[src/rtl/yj_async_handshake_rx_pkg.sv]
// rtl/yj_async_handshake_rx_pkg.sv - shared types and defaults for the PS->PL handshake receiver
//
// Purpose: FSM state encoding and parameter defaults shared by the receiver files.
// Ports:   none (package).

package yj_async_handshake_rx_pkg;

    // Receiver FSM states; encodings are fixed so they are recognisable in debug dumps.
    typedef enum logic [1:0] {
        IDLE  = 2'd0,
        VALID = 2'd1,
        ACK   = 2'd2
    } state_t;

    localparam int TO_CYC_DEFAULT = 1023;

    // Timeout counter width covers the largest legal TO_CYC (65535).
    localparam int TO_CW = 16;

endpackage

[src/rtl/yj_basic_signal_2lever_sync.sv]
// rtl/yj_basic_signal_2lever_sync.sv - two-flop level synchroniser
//
// Purpose: brings a level signal that is asynchronous to CLK into the CLK domain.
// Ports:
//   CLK  - destination clock
//   RSTn - asynchronous active-low reset, clears both flops
//   d_i  - asynchronous input level
//   q_o  - synchronised level, two CLK edges behind d_i

module yj_basic_signal_2lever_sync #(
    parameter int DW = 1
) (
    input  logic          CLK,
    input  logic          RSTn,
    input  logic [DW-1:0] d_i,
    output logic [DW-1:0] q_o
);

    logic [DW-1:0] meta_q;
    logic [DW-1:0] sync_q;

    always_ff @(posedge CLK or negedge RSTn) begin
        if (!RSTn) begin
            meta_q <= '0;
            sync_q <= '0;
        end else begin
            meta_q <= d_i;
            sync_q <= meta_q;
        end
    end

    assign q_o = sync_q;

endmodule

[src/rtl/yj_async_handshake_rx.sv]
// rtl/yj_async_handshake_rx.sv - four-phase req/ack receiver from the PS into the PL clock domain
//
// Purpose: synchronises ext_req, captures ext_data once req is seen, offers the word on a
//          valid/ready interface, then completes the req/ack handshake, with a sticky
//          stuck-handshake timeout and a completed-transfer counter.
// Ports:
//   CLK, RSTn    - clock, asynchronous active-low reset
//   ext_req      - async request from the PS
//   ext_data     - async data from the PS, stable while ext_req is high and unacknowledged
//   ext_ack      - registered acknowledge back to the PS
//   dout         - captured word
//   dout_valid   - dout holds an unconsumed word
//   dout_ready   - downstream accepts dout when dout_valid is high
//   err_timeout  - sticky flag: PS held ext_req high TO_CYC cycles after ack
//   err_clr      - synchronous clear of err_timeout (a simultaneous set wins)
//   xfer_cnt     - completed-transfer count, wraps

module yj_async_handshake_rx
    import yj_async_handshake_rx_pkg::*;
#(
    parameter int DW     = 32,
    parameter int TO_CYC = TO_CYC_DEFAULT,
    parameter int CW     = 16
) (
    input  logic          CLK,
    input  logic          RSTn,
    input  logic          ext_req,
    input  logic [DW-1:0] ext_data,
    output logic          ext_ack,
    output logic [DW-1:0] dout,
    output logic          dout_valid,
    input  logic          dout_ready,
    output logic          err_timeout,
    input  logic          err_clr,
    output logic [CW-1:0] xfer_cnt
);

    localparam logic [TO_CW-1:0] TO_LAST = TO_CW'(TO_CYC - 1);

    logic             req_s;
    state_t           state_q;
    logic             ack_q;
    logic [DW-1:0]    dout_q;
    logic             valid_q;
    logic             err_q;
    logic [CW-1:0]    xfer_q;
    logic [TO_CW-1:0] to_cnt_q;
    logic [TO_CW-1:0] to_cnt_d;

    yj_basic_signal_2lever_sync #(
        .DW (1)
    ) u_req_sync (
        .CLK  (CLK),
        .RSTn (RSTn),
        .d_i  (ext_req),
        .q_o  (req_s)
    );

    // Saturate at all-ones so the equality with TO_LAST fires exactly once per stuck
    // handshake; a cleared flag is not re-raised while the PS stays stuck.
    always_comb begin
        to_cnt_d = to_cnt_q;
        if (to_cnt_q != '1) begin
            to_cnt_d = to_cnt_q + 1'b1;
        end
    end

    always_ff @(posedge CLK or negedge RSTn) begin
        if (!RSTn) begin
            state_q  <= IDLE;
            ack_q    <= 1'b0;
            dout_q   <= '0;
            valid_q  <= 1'b0;
            err_q    <= 1'b0;
            xfer_q   <= '0;
            to_cnt_q <= '0;
        end else begin
            // Clear first; a set in the ACK branch below overrides it on the same edge.
            if (err_clr) begin
                err_q <= 1'b0;
            end

            case (state_q)
                IDLE: begin
                    // ext_data is safe to sample here: the PS holds it stable from before
                    // ext_req rises until it sees ack, and req_s lags ext_req by two edges.
                    if (req_s) begin
                        dout_q  <= ext_data;
                        valid_q <= 1'b1;
                        state_q <= VALID;
                    end
                end

                VALID: begin
                    // req_s is deliberately ignored here: a word already captured is
                    // always delivered, even if the PS withdraws req early.
                    if (dout_ready) begin
                        valid_q  <= 1'b0;
                        ack_q    <= 1'b1;
                        xfer_q   <= xfer_q + 1'b1;
                        to_cnt_q <= '0;
                        state_q  <= ACK;
                    end
                end

                ACK: begin
                    if (!req_s) begin
                        ack_q   <= 1'b0;
                        state_q <= IDLE;
                    end else begin
                        to_cnt_q <= to_cnt_d;
                        if (to_cnt_q == TO_LAST) begin
                            err_q <= 1'b1;
                        end
                    end
                end

                default: begin
                    ack_q   <= 1'b0;
                    valid_q <= 1'b0;
                    state_q <= IDLE;
                end
            endcase
        end
    end

    assign ext_ack     = ack_q;
    assign dout        = dout_q;
    assign dout_valid  = valid_q;
    assign err_timeout = err_q;
    assign xfer_cnt    = xfer_q;

endmodule
[config.mk]
export PLATFORM = sky130hd
export DESIGN_NAME = yj_async_handshake_rx
export DESIGN_NICKNAME = d
export VERILOG_FILES = /design/src/rtl/yj_async_handshake_rx_pkg.sv /design/src/rtl/yj_basic_signal_2lever_sync.sv /design/src/rtl/yj_async_handshake_rx.sv
export SDC_FILE = /design/constraint.sdc
export NUM_CORES = 1
export LEC_CHECK = 0
export CAP_MARGIN = 20
export CORE_MARGIN = 3
export CORE_UTILIZATION = 48
export CTS_CLUSTER_SIZE = 30
export DETAILED_ROUTE_END_ITERATION = 8
export GPL_TIMING_DRIVEN = 0
export PLACE_DENSITY = 0.8
export SETUP_SLACK_MARGIN = 0.2
export SLEW_MARGIN = 0
export SYNTH_ARGS = -nofsm -noshare
export SYNTH_HDL_FRONTEND = slang
export SYNTH_SLANG_ARGS = --single-unit
[constraint.sdc]
create_clock -name CLK -period 1.8 [get_ports CLK]
set_input_delay 0.36 -clock CLK [delete_from_list [all_inputs] [get_ports CLK]]
set_output_delay 0.36 -clock CLK [all_outputs]
set_load 0.005 [all_outputs]
## Word level (Yosys, flattened, before mapping)

Index checks and enable logic that the tools add are counted.

| word-level totals | value |
|---|---|
| bits of input ports | 37 |
| output and inout port bits | 51 |
| word-level logic and storage cells | 48 |
| bits in registers | 71 |

| cells by class | value |
|---|---|
| equality and inequality tests | 9 |
| reductions and logical operators | 8 |
| mux-type cells | 18 |
| add/subtract/negate cells | 2 |
| bitwise gates (word level) | 2 |

Operators by type and width:

| cell | number |
|---|---|
| $mux W16 | 3 |
| $add A16 B1 Y16 const B | 2 |
| $pmux W16 S2 | 1 |
| $eq A16 B10 Y1 const B | 1 |
| $ne A16 B16 Y1 const B | 1 |
| $reduce_and A3 Y1 | 3 |
| $mux W1 | 8 |
| $mux W2 | 3 |
| $ne A2 B2 Y1 const B | 3 |
| $pmux W1 S3 | 2 |
| $pmux W2 S3 | 1 |
| $ne A2 B1 Y1 const B | 2 |
| $reduce_and A2 Y1 | 2 |
| $reduce_and A4 Y1 | 1 |
| $eq A2 B1 Y1 const B | 1 |
| $eq A2 B2 Y1 const B | 1 |
| $logic_not A2 Y1 | 1 |
| $not A1 Y1 | 2 |
| $reduce_bool A2 Y1 | 1 |

## Logic depth before layout (Yosys ltp)

Gate-level depths: netlist (run 1).

| depth | value |
|---|---|
| word-level depth | 4 |
| gate-level depth with buffers | 9 |
| depth with buffers taken out | 6 |

## Hierarchy

Synthesis (run 1) repeated with hierarchy kept, for this count alone.

| second synthesis, totals | value |
|---|---|
| cell total of the unflattened synthesis | 266 |
| area total of the unflattened synthesis | 3180.6 um^2 |

Modules (own cells, without submodules):

| module | cells an instance | times used | seq. area each (um^2) | area an instance (um^2) |
|---|---|---|---|---|
| yj_async_handshake_rx | 264 | 1 | 1726.7 | 3130.5 |
| yj_basic_signal_2lever_sync | 2 | 1 | 50.0 | 50.0 |

## Worst setup path before layout (run 1)

No wires, ideal clock.

| path | value |
|---|---|
| path kind | reg2reg |
| start | register to_cnt_q[0] |
| end | register to_cnt_q[3] |
| setup time | 0.128 ns |
| stages on the path, launching flop included | 7 |
| buffers on the path | 0 |
| arrival | 1.450 ns |
| clock period less this slack | 1.578 ns |
| slack | 0.222 ns |
| required time | 1.672 ns |
| cell sequence | dfrtp_1 -> ha_1 -> and3_1 -> nand4_1 -> or2_1 -> nand2_2 -> o31ai_1 |

| between the ends | value |
|---|---|
| longest elaborated chain between the ends | 4 |
| elaborated cells between the ends (all ways) | 7 |
| those cells by class | add/sub (1); eq/ne (2); mux (3); reduce/logical (1) |

RTL lines:

| element | RTL line | RTL |
|---|---|---|
| start, declared | yj_async_handshake_rx.sv:47 | `logic [TO_CW-1:0] to_cnt_q;` |
| start signal, assigned | yj_async_handshake_rx.sv:111 | `to_cnt_q <= to_cnt_d;` |
| $add A16 B1 Y16 | yj_async_handshake_rx.sv:64 | `to_cnt_d = to_cnt_q + 1'b1;` |
| $mux W16 | yj_async_handshake_rx.sv:63 | `if (to_cnt_q != '1) begin` |
| $mux W16 | yj_async_handshake_rx.sv:107 | `if (!req_s) begin` |
| $pmux W16 S2 | yj_async_handshake_rx.sv:83 | `case (state_q)` |

Parallel ways exist; a longest one is shown, timed or not. The select of a mux whose other input is x is not followed.
A chain may end at the register's enable or synchronous reset.

## Worst setup path after layout (run 1)

| path | value |
|---|---|
| start | register state_q[1] |
| end | register xfer_q[12] (netlist: xfer_cnt[12]) |

| between the ends | value |
|---|---|
| longest elaborated chain between the ends | 2 |

RTL lines:

| element | RTL line | RTL |
|---|---|---|
| start, declared | yj_async_handshake_rx.sv:41 | `state_t state_q;` |
| start signal, assigned | yj_async_handshake_rx.sv:70 | `state_q <= IDLE;` |
| start signal, assigned | yj_async_handshake_rx.sv:90 | `state_q <= VALID;` |
| start signal, assigned | yj_async_handshake_rx.sv:102 | `state_q <= ACK;` |
| $eq A2 B1 Y1 | yj_async_handshake_rx.sv:83 |  |
| $reduce_and A2 Y1 (no source line) | -- |  |
| end signal, assigned | yj_async_handshake_rx.sv:100 | `xfer_q <= xfer_q + 1'b1;` |
| end, declared | yj_async_handshake_rx.sv:46 | `logic [CW-1:0] xfer_q;` |

No other way between the ends.

==> summary.txt, run 1 <==
Run status
  – Status: completed

Placement
  – I/O Buffers: 87
  – RePlAce Congestion: 0.8467
  – Pre-CTS setup slack: -0.2205 ns
  – Hpwl dp: 5.030 mm

Power and ir drop
  – NetSw: 0.001967 W
  – Max VDD drop: 0.9266 mV
  – Sw frac: 31.46%
  – Logic pwr share: 43.2%
  – Part of the power in registers: 38.6%
  – Overall power: 0.006253 W
  – Clk pwr share: 18.2%
  – Internal power: 0.004286 W
  – Pleak: 2.407 nW
  – P per Cell Area: 1317 nW/µm²

Clocking
  – CTS buffer count: 9
  – Clock-pin slew on the worst setup and hold paths: 0.09 ns
  – Skew-Pair Late Insertion Delay: 0.35 ns
  – Num Clock Sinks: 71
  – Clock buffer depth: 2
  – Root Driver: clkbuf_8
  – Post-CTS Hold Buffers: 0
  – CTS tree: done
  – # H-tree levels: 3

Floorplan
  – Die area: 7569 µm²
  – Core Box Area: 6131 µm²
  – Die X-Extent: 87 µm
  – Io pins: 88
  – Cell row count: 28
  – Initial Util: 51.37%
  – Chip height: 87 µm

GRT
  – Number of global-route vias before repair: 2,446
  – All-layer global routing usage: 21.28%
  – Largest net degree at the start of global routing: 72
  – Global-route wire length before repair: 12.32 mm
  – Initial antenna violation count: 0
  – GRT overflow: 0

Worst setup path
  – Worst path max stage delay: 0.38 ns
  – CP Data Arrival Time: 1.86 ns
  – Crit path required time: 2.03 ns
  – Top cell by count, worst path: buf_6
  – Crit start category: register
  – Slowest CP cell: dfrtp_1
  – Max FO, Critical Path: 10
  – Element type at the critical path end: register
  – CP Cell Sequence: buf_6, and3b_1, buf_6, nand4_4, nor2_2, nand3_1, xnor2_1
  – Crit Path Category: reg2reg

STA
  – Minimum clock period after layout: 1.638 ns
  – Endpoints failing hold: 0
  – PnR worst setup slack: 0.1617 ns
  – Max-Slew Margin vs Limit: 42.81%
  – Fmax: 610.4 MHz
  – RSZ-0062 raised after global routing: true
  – Layout Skew: 0.008644 ns
  – # setup viols final: 0
  – Slew Limit Fails: 0
  – Hold slack: 0.1270 ns
  – Final Cycle Share: 91.02%
  – Worst-Margin Slew: 0.8578 ns

Detailed routing
  – Routed Antenna Nets: 0
  – Final wirelength: 8.313 mm
  – Via count: 2,617
  – First-pass DRT Iterations: 5
  – Vias/cell: 5.533
  – Wire per inst: 17.58 µm
  – Drt first-iter violations: 111
  – DRC: 0

Logic synthesis
  – Synth Register Bits: 71
  – YS warnings: 0
  – Post-synthesis average cell area: 12.16 µm²
  – Mapped Area: 3149 µm²
  – Ys async rst share: 100.0%
  – EDFF count, synth: 0
  – Synth Net Count: 299
  – Syn Inst Count: 259
  – Sequential area share after synthesis: 56.42%
  – Synth Flop Type: dfrtp_1
  – Netlist cell types: 46

Job
  – Max Cap Viol: 0

Finish
  – Leading cell type in the layout, fill and taps excluded: dfrtp_1
  – Nets@finish: 433
  – Most frequent cells in the layout: dfrtp_1 (69), clkdlybuf4s50_1 (49), buf_4 (34)
  – ANT cells: 0
  – Area grow syn2layout: 50.81%
  – Layout cells sized above 1: 30.90%

Worst hold path
  – Worst Hold Class: in2async
[per-stage QoR]
stage          instances  setup TNS (ns)  util, %  instance area [µm²]
6_report             473               0    77.47                 4750
5_1_grt              473               0    77.47                 4750
4_1_cts              459               0    73.00                 4476
3_5_place_dp         421          -3.033    67.06                 4111
3_3_place_gp         421         -147.70    67.10                 4114
2_1_floorplan        259               0        -                 3149
[critical path: cells and delay by family, from the launching register on]
| kind | cells | cell delay [ns] |
|---|---|---|
| buffers and inverters | 2 | 0.26 |
| flip-flops | 1 | 0.38 |
| XOR/XNOR | 1 | 0.15 |
| AND/OR/NAND/NOR | 4 | 0.72 |
[layer usage]
metal	vias up	part of all wire [%]	track usage (%)
met5	-	0	0
met4	0	1.4	6.516
met3	12	7.4	5.298
met2	112	50	36.16
met1	1296	41	26.72
li1	1197	-	-
[path summary, 6_finish.rpt]
kind | startpoint | to | slack [ns] | cells after the start
max | state_q[1]$_DFFE_PN0P_ | xfer_cnt[12]$_DFFE_PN0P_ | 0.16 | 7
min in group CLK | u_req_sync.meta_q$_DFF_PN0_ | u_req_sync.q_o$_DFF_PN0_ | 0.37 | 0
max in group asynchronous | RSTn | to_cnt_q[10]$_DFFE_PN0P_ | 1.06 | 1
min | RSTn | xfer_cnt[15]$_DFFE_PN0P_ | 0.13 | 1
min reg2reg | u_req_sync.meta_q$_DFF_PN0_ | u_req_sync.q_o$_DFF_PN0_ | 0.37 | 0
max reg2reg | state_q[1]$_DFFE_PN0P_ | xfer_cnt[12]$_DFFE_PN0P_ | 0.16 | 7
[cells in the mapped netlist, types with 5 or more instances]
cell type | count | share of area (%)
dfrtp_1 | 71 | 56
mux2_2 | 33 | 12
nand2_1 | 17 | 2.0
nand3_1 | 13 | 2.1
xnor2_1 | 12 | 3.3
a21oi_1 | 9 | 1.4
o21ai_1 | 9 | 1.4
nand4_1 | 8 | 1.6
nor2_1 | 8 | 0.95
o31ai_1 | 8 | 1.9
o21ai_0 | 7 | 1.1
buf_2 | 6 | 0.95
and2_1 | 5 | 0.99
[kinds of logic after synthesis]
family / count (synthesis) / synth area share [%]
XOR/XNOR: 15 / 4.172
flip-flops: 71 / 56.42
buffers and inverters: 15 / 2.741
AND/OR/NAND/NOR: 78 / 14.98
AO/OA/AOI/OAI: 42 / 8.065
adder cells (fa/ha/maj): 3 / 1.192
multiplexers: 35 / 12.44
[registers in the layout (all words and copies together), names as in the netlist]
name,flops
err_timeout,1
state_q,2
ext_ack,1
xfer_cnt,16
to_cnt_q,16
dout_valid,1
u_req_sync.meta_q,1
dout,32
u_req_sync.q_o,1
[power by group through the flow]
stage | clock (W) | combinational [W] | sequential (W)
after floorplan | 0 | 0.00104 | 0.00250
after CTS | 0.00115 | 0.00255 | 0.00239
after global placement | 0 | 0.00227 | 0.00246
final | 0.00114 | 0.00270 | 0.00242
after detailed placement | 0 | 0.00232 | 0.00249
after global routing | 0.00123 | 0.00289 | 0.00249
[cell type report]
type | instances | area, µm²
inverter | 5 | 18.77
timing repair buffer | 123 | 1216
multi-input combinational | 173 | 1365
buffer | 10 | 102.6
sequential | 71 | 1779
fill | 347 | 1381
clock inverter | 6 | 36.28
clock buffer | 10 | 137.6
tap | 75 | 93.84
[what timing repair did]
item,CTS,global route
setup endpoints to repair,68,79
buffers inserted,22,13
pin swaps,2,8
gates resized for setup,18,59
gates cloned,0,1
(Power assumes the default switching activity.)
==> run 2: changes to the inputs <==
--- a/config.mk
+++ b/config.mk
@@ -7,11 +7,11 @@
 export LEC_CHECK = 0
 export CAP_MARGIN = 20
 export CORE_MARGIN = 3
-export CORE_UTILIZATION = 48
+export CORE_UTILIZATION = 51
 export CTS_CLUSTER_SIZE = 30
 export DETAILED_ROUTE_END_ITERATION = 8
 export GPL_TIMING_DRIVEN = 0
-export PLACE_DENSITY = 0.8
+export PLACE_DENSITY = 0.84
 export SETUP_SLACK_MARGIN = 0.2
 export SLEW_MARGIN = 0
 export SYNTH_ARGS = -nofsm -noshare
==> constraint.sdc (replaced) <==
create_clock -name CLK -period 1.9 [get_ports CLK]
set_input_delay 0.38 -clock CLK [delete_from_list [all_inputs] [get_ports CLK]]
set_output_delay 0.38 -clock CLK [all_outputs]
set_load 0.005 [all_outputs]
==> summary.txt, run 2 (synthesis results as in run 1) <==
Detailed routing
  – Routed Antenna Nets: 0 (unchanged)
  – Vias/cell: 5.491 (was 5.533)
  – Final wirelength: 7.242 mm (was 8.313 mm)
  – DRC: 0 (unchanged)
  – Drt first-iter violations: 112 (was 111)
  – Wire per inst: 16.31 µm (was 17.58 µm)
  – First-pass DRT Iterations: 4 (was 5)
  – Via count: 2,438 (was 2,617)

Floorplan
  – Chip height: 84.58 µm (was 87 µm)
  – Die X-Extent: 84.58 µm (was 87 µm)
  – Cell row count: 27 (was 28)
  – Initial Util: 54.84% (was 51.37%)
  – Io pins: 88 (unchanged)
  – Core Box Area: 5743 µm² (was 6131 µm²)
  – Die area: 7154 µm² (was 7569 µm²)

Worst setup path
  – Max FO, Critical Path: 4 (was 10)
  – CP Cell Sequence: clkdlybuf4s50_1 (was buf_6, and3b_1, buf_6, nand4_4, nor2_2, nand3_1, xnor2_1)
  – Crit path required time: 1.52 ns (was 2.03 ns)
  – Worst Path Buf+Inv: 1 (was 2)
  – Element type at the critical path end: output port (was register)
  – Worst path max stage delay: 0.53 ns (was 0.38 ns)
  – Slowest CP cell: clkdlybuf4s50_1 (was dfrtp_1)
  – Delay-heaviest family, CP: buffers and inverters (was simple AND/OR/NAND/NOR gates)
  – Crit start category: register (unchanged)
  – CP Data Arrival Time: 1.27 ns (was 1.86 ns)
  – Crit Path Category: reg2out (was reg2reg)

Power and ir drop
  – NetSw: 0.001731 W (was 0.001967 W)
  – Pleak: 1.872 nW (was 2.407 nW)
  – Overall power: 0.005698 W (was 0.006253 W)
  – Clk pwr share: 17.1% (was 18.2%)
  – Internal power: 0.003967 W (was 0.004286 W)
  – Part of the power in registers: 41.0% (was 38.6%)
  – Logic pwr share: 41.9% (was 43.2%)
  – Sw frac: 30.38% (was 31.46%)
  – Max VDD drop: 0.8759 mV (was 0.9266 mV)
  – P per Cell Area: 1292 nW/µm² (was 1317 nW/µm²)

Finish
  – Largest register FFs: 32 (unchanged)
  – Layout cells sized above 1: 25.54% (was 30.90%)
  – # fillers: 378 (was 347)
  – Register area: 1785 µm² (was 1779 µm²)
  – Most frequent cells in the layout: clkdlybuf4s50_1 (85), dfrtp_1 (64), mux2_2 (33) (was dfrtp_1 (69), clkdlybuf4s50_1 (49), buf_4 (34))
  – ANT cells: 0 (unchanged)
  – Finished Cell Area: 4410 µm² (was 4750 µm²)
  – Footprint of the multi-input gates: 1329 µm² (was 1365 µm²)
  – Area grow syn2layout: 40.05% (was 50.81%)
  – Leading cell type in the layout, fill and taps excluded: clkdlybuf4s50_1 (was dfrtp_1)
  – Nets@finish: 409 (was 433)

STA
  – Final Cycle Share: 87.04%
  – Endpoints failing hold: 0 (unchanged)
  – Max-Slew Margin vs Limit: 42.26% (was 42.81%)
  – RSZ-0062 raised after global routing: true (unchanged)
  – Fmax: 604.7 MHz
  – Layout Skew: 0.006017 ns (was 0.008644 ns)
  – Slew Limit Fails: 0 (unchanged)
  – Post-Route Setup TNS: 0 ns (unchanged)
  – Minimum clock period after layout: 1.654 ns
  – Worst-Margin Slew: 0.8660 ns (was 0.8578 ns)
  – # setup viols final: 0 (unchanged)

Clocking
  – Clock-pin slew on the worst setup and hold paths: 0.07 ns (was 0.09 ns)
  – Skew-Pair Late Insertion Delay: 0.33 ns (was 0.35 ns)
  – CTS buffer count: 9 (unchanged)
  – Clock buffer depth: 2 (unchanged)
  – Num Clock Sinks: 71 (unchanged)
  – Root Driver: clkbuf_8 (unchanged)
  – # H-tree levels: 3 (unchanged)
  – CTS tree: done (unchanged)

Worst hold path
  – Worst Hold Class: in2async (unchanged)

GRT
  – Global-route wire length before repair: 11.70 mm (was 12.32 mm)
  – Largest net degree at the start of global routing: 72 (unchanged)
  – Initial antenna violation count: 0 (unchanged)
  – Number of global-route vias before repair: 2,332 (was 2,446)
  – GRT overflow: 0 (unchanged)
  – All-layer global routing usage: 20.53% (was 21.28%)

Placement
  – RePlAce Congestion: 0.8603 (was 0.8467)
  – Hpwl dp: 5.071 mm (was 5.030 mm)
  – I/O Buffers: 87 (unchanged)
  – Placed cell areas: 4108 µm² (was 4111 µm²)

Run status
  – Status: completed (unchanged)

Job
  – Max Cap Viol: 0 (unchanged)
[run 2: final cells by class]
| cell class | instances | share of cell area (%) |
|---|---|---|
| Buffer | 10 | 1.702 |
| Clock inverter | 5 | 0.6241 |
| Sequential cell | 71 | 40.48 |
| Clock buffer | 9 | 2.809 |
| Inverter | 5 | 0.4255 |
| Timing Repair Buffer | 99 | 21.79 |
| Multi-Input combinational cell | 173 | 30.13 |
| Tap cell | 72 | 2.043 |
[run 2: power by group through the flow]
stage          Sequential (W)  Combinational, W  Clock [W]
2_1_floorplan         0.00237          0.000982          0
3_3_place_gp          0.00234           0.00214          0
3_5_place_dp          0.00238           0.00220          0
4_1_cts               0.00234           0.00229    0.00100
5_1_grt               0.00240           0.00257    0.00108
6_report              0.00234           0.00239   0.000975
[run 2: metrics by stage]
| stage | hold slack (ns) | worst slack (ns) | std cells | utilization [%] |
|---|---|---|---|---|
| 2_1_floorplan | 0.08441 | 0.3215 | 259 | - |
| 3_3_place_gp | 0.3313 | -1.885 | 418 | 71.57 |
| 3_5_place_dp | 0.3403 | -0.1153 | 418 | 71.53 |
| 4_1_cts | 0.1890 | 0.1929 | 435 | 74.81 |
| 5_1_grt | 0.2205 | 0.1682 | 444 | 76.80 |
| 6_report | 0.1589 | 0.2462 | 444 | 76.80 |
[run 2: per-layer routing]
layer	wire length [µm]	GRT usage, %
met1	3060	27.29
met2	3812	34.09
met3	329	5.299
met4	39	4.460
met5	0	0
[run 2: path summary, 6_finish.rpt]
kind	end	slack, ns	from	cells after the start
min in group CLK	u_req_sync.q_o$_DFF_PN0_	0.35	u_req_sync.meta_q$_DFF_PN0_	0
min	dout[10]$_DFFE_PN0P_	0.16	RSTn	1
min reg2reg	u_req_sync.q_o$_DFF_PN0_	0.35	u_req_sync.meta_q$_DFF_PN0_	0
max	xfer_cnt[12]	0.25	xfer_cnt[12]$_DFFE_PN0P_	1
max in group asynchronous	to_cnt_q[1]$_DFFE_PN0P_	1.12	RSTn	1
max reg2reg	to_cnt_q[13]$_DFFE_PN0P_	0.25	to_cnt_q[0]$_DFFE_PN0P_	7
[run 2: what timing repair did]
item                                    4_1_cts  5_1_grt
hold buffers                                  0        0
pin swaps                                     1        2
buffers inserted                              3        9
endpoints found under the setup margin       18       45
gates resized for setup                       7       15
==> run 3: changes to the inputs <==
--- a/config.mk
+++ b/config.mk
@@ -7,11 +7,11 @@
 export LEC_CHECK = 0
 export CAP_MARGIN = 20
 export CORE_MARGIN = 3
-export CORE_UTILIZATION = 51
+export CORE_UTILIZATION = 40
 export CTS_CLUSTER_SIZE = 30
 export DETAILED_ROUTE_END_ITERATION = 8
 export GPL_TIMING_DRIVEN = 0
-export PLACE_DENSITY = 0.84
+export PLACE_DENSITY = 0.69
 export SETUP_SLACK_MARGIN = 0.2
 export SLEW_MARGIN = 0
 export SYNTH_ARGS = -nofsm -noshare
==> summary.txt, run 3 (synthesis results as in run 1) <==
Placement
  – Hpwl dp: 4.938 mm (was 5.071 mm)
  – Placed cell areas: 4141 µm² (was 4108 µm²)
  – I/O Buffers: 87 (unchanged)
  – Dpl cells: 445 (was 418)
  – RePlAce Congestion: 0.8321 (was 0.8603)

Finish
  – Finished Cell Area: 4562 µm² (was 4410 µm²)
  – Most frequent cells in the layout: clkdlybuf4s50_1 (84), dfrtp_1 (70), mux2_2 (33) (was clkdlybuf4s50_1 (85), dfrtp_1 (64), mux2_2 (33))
  – Layout cells sized above 1: 26.05% (was 25.54%)
  – Register area: 1778 µm² (was 1785 µm²)
  – Fin cells: 479 (was 444)
  – Largest register FFs: 32 (unchanged)
  – Footprint of the multi-input gates: 1321 µm² (was 1329 µm²)
  – # fillers: 612 (was 378)
  – Area grow syn2layout: 44.86% (was 40.05%)
  – ANT cells: 0 (unchanged)
  – Nets@finish: 415 (was 409)
  – Leading cell type in the layout, fill and taps excluded: clkdlybuf4s50_1 (unchanged)

Detailed routing
  – Met3 routed WL: 537 µm (was 329 µm)
  – Final wirelength: 6.972 mm (was 7.242 mm)
  – Routed wl met2: 3.252 mm (was 3.812 mm)
  – Top sig layer: met4 (unchanged)
  – First-pass DRT Iterations: 4 (unchanged)
  – Vias/cell: 5.106 (was 5.491)
  – Via count: 2,446 (was 2,438)
  – M1 wire length: 3.121 mm (was 3.060 mm)
  – Drt first-iter violations: 75 (was 112)
  – Wire per inst: 14.56 µm (was 16.31 µm)
  – DRC: 0 (unchanged)
  – Routed Antenna Nets: 0 (unchanged)

STA
  – RSZ-0062 raised after global routing: true (unchanged)
  – Worst-Margin Slew: 0.8704 ns (was 0.8660 ns)
  – Minimum clock period after layout: 1.649 ns (was 1.654 ns)
  – # setup viols final: 0 (unchanged)
  – Max-Slew Margin vs Limit: 41.98% (was 42.26%)
  – Final Cycle Share: 86.81% (was 87.04%)
  – Slew Limit Fails: 0 (unchanged)
  – Fmax: 606.3 MHz (was 604.7 MHz)
  – Endpoints failing hold: 0 (unchanged)
  – Post-Route Setup TNS: 0 ns (unchanged)
  – Hold slack: 0.1417 ns (was 0.1589 ns)
  – Layout Skew: 0.01174 ns (was 0.006017 ns)

Worst setup path
  – Worst R2R End: to_cnt_q[13]$_DFFE_PN0P_ (unchanged)
  – CP Data Arrival Time: 1.27 ns (about the same)
  – Worst path depth: 1 (unchanged)
  – Crit path required time: 1.52 ns (about the same)
  – CP endpoint: xfer_cnt[14] (was xfer_cnt[12])
  – Max FO, Critical Path: 3 (was 4)
  – Delay-heaviest family, CP: buffers and inverters (unchanged)
  – Reg-to-reg critical path startpoint: to_cnt_q[0]$_DFFE_PN0P_ (unchanged)
  – Slowest CP cell: clkdlybuf4s50_1 (unchanged)
  – Worst Path Buf+Inv: 1 (unchanged)
  – Crit start category: register (unchanged)
  – CP Cell Sequence: clkdlybuf4s50_1 (unchanged)
  – Worst path max stage delay: 0.52 ns (was 0.53 ns)
  – Crit Path Category: reg2out (unchanged)
  – Worst R2R Setup Slack: 0.29 ns (was 0.25 ns)
  – Worst setup path startpoint: xfer_cnt[14]$_DFFE_PN0P_ (was xfer_cnt[12]$_DFFE_PN0P_)
  – Reg2Reg Depth: 7 (unchanged)
  – Element type at the critical path end: output port (unchanged)

Clocking
  – CTS tree: done (unchanged)
  – Skew-Pair Late Insertion Delay: 0.34 ns (was 0.33 ns)
  – Clock-pin slew on the worst setup and hold paths: 0.08 ns (was 0.07 ns)
  – Post-CTS Hold Buffers: 0 (unchanged)
  – Root Driver: clkbuf_8 (unchanged)
  – Clock buffer depth: 2 (unchanged)
  – Num Clock Sinks: 71 (unchanged)
  – CTS buffer count: 9 (unchanged)
  – # H-tree levels: 3 (unchanged)

Floorplan
  – Cell row count: 31 (was 27)
  – Die area: 8974 µm² (was 7154 µm²)
  – Die X-Extent: 94.73 µm (was 84.58 µm)
  – Initial Util: 42.29% (was 54.84%)
  – Core Box Area: 7447 µm² (was 5743 µm²)
  – Chip height: 94.73 µm (was 84.58 µm)
  – Io pins: 88 (unchanged)

GRT
  – Number of global-route vias before repair: 2,366 (was 2,332)
  – Largest net degree at the start of global routing: 72 (unchanged)
  – Global-route wire length before repair: 11.35 mm (was 11.70 mm)
  – GRT overflow: 0 (unchanged)
  – Initial antenna violation count: 0 (unchanged)
  – All-layer global routing usage: 16.21% (was 20.53%)

Power and ir drop
  – P per Cell Area: 1313 nW/µm² (was 1292 nW/µm²)
  – Pleak: 1.958 nW (was 1.872 nW)
  – Max VDD drop: 0.4418 mV (was 0.8759 mV)

Run status
  – Status: completed (unchanged)

Worst hold path
  – Worst Hold Class: in2async (unchanged)

Job
  – Max Cap Viol: 0 (unchanged)
-- run 3: cell types whose count changed in the layout (fill, tap and decap cells not counted), moves of 2 or more --
cell       before  now
buf_4          14   24
dfrtp_2         7    1
dfrtp_1        64   70
bufinv_16       0    2
clkinv_2        4    0
clkbuf_4        2    0
-- run 3: how the worst min path moves through the flow --
stage,end,slack [ns]
floorplan,dout[0]$_DFFE_PN0P_,0.08
global placement,u_req_sync.q_o$_DFF_PN0_,0.34
detailed placement,u_req_sync.q_o$_DFF_PN0_,0.34
CTS,xfer_cnt[14]$_DFFE_PN0P_,0.18
global route,xfer_cnt[15]$_DFFE_PN0P_,0.21
finish,xfer_cnt[14]$_DFFE_PN0P_,0.14
-- run 3: final cells by class --
type | count | area share, %
well taps | 99 | 2.715
multi-input cells | 173 | 28.96
repair buffers | 106 | 22.27
clock inverters | 6 | 2.030
inverters | 5 | 0.4114
plain buffers | 9 | 1.618
flip-flops and latches | 71 | 38.97
clock buffers | 10 | 3.017
-- run 3: what timing repair did --
item,in CTS,in global routing
setup buffers,9,10
endpoints found under the setup margin,49,53
hold endpoints to repair,0,0
pin swaps,0,4
resized for setup,5,16
-- run 3: routing by layer --
metal / up-vias / global-route usage, %
met5: - / 0
met4: 0 / 5.889
met3: 8 / 5.498
met2: 87 / 25.48
met1: 1187 / 20.79
li1: 1164 / -
-- run 3: power by group --
group,switching [W],internal [W]
registers,0.000270,0.00200
clock network,0.000573,0.000781
logic,0.000871,0.00149
-- run 3: per-stage QoR --
| stage | setup slack (ns) | power (W) | utilization [%] |
|---|---|---|---|
| after floorplan | 0.3215 | 0.003348 | - |
| after global placement | -2.012 | 0.004492 | 55.65 |
| after detailed placement | -0.1440 | 0.004564 | 55.61 |
| after CTS | 0.2018 | 0.006007 | 59.83 |
| after global routing | 0.1741 | 0.006395 | 61.26 |
| final | 0.2506 | 0.005988 | 61.26 |
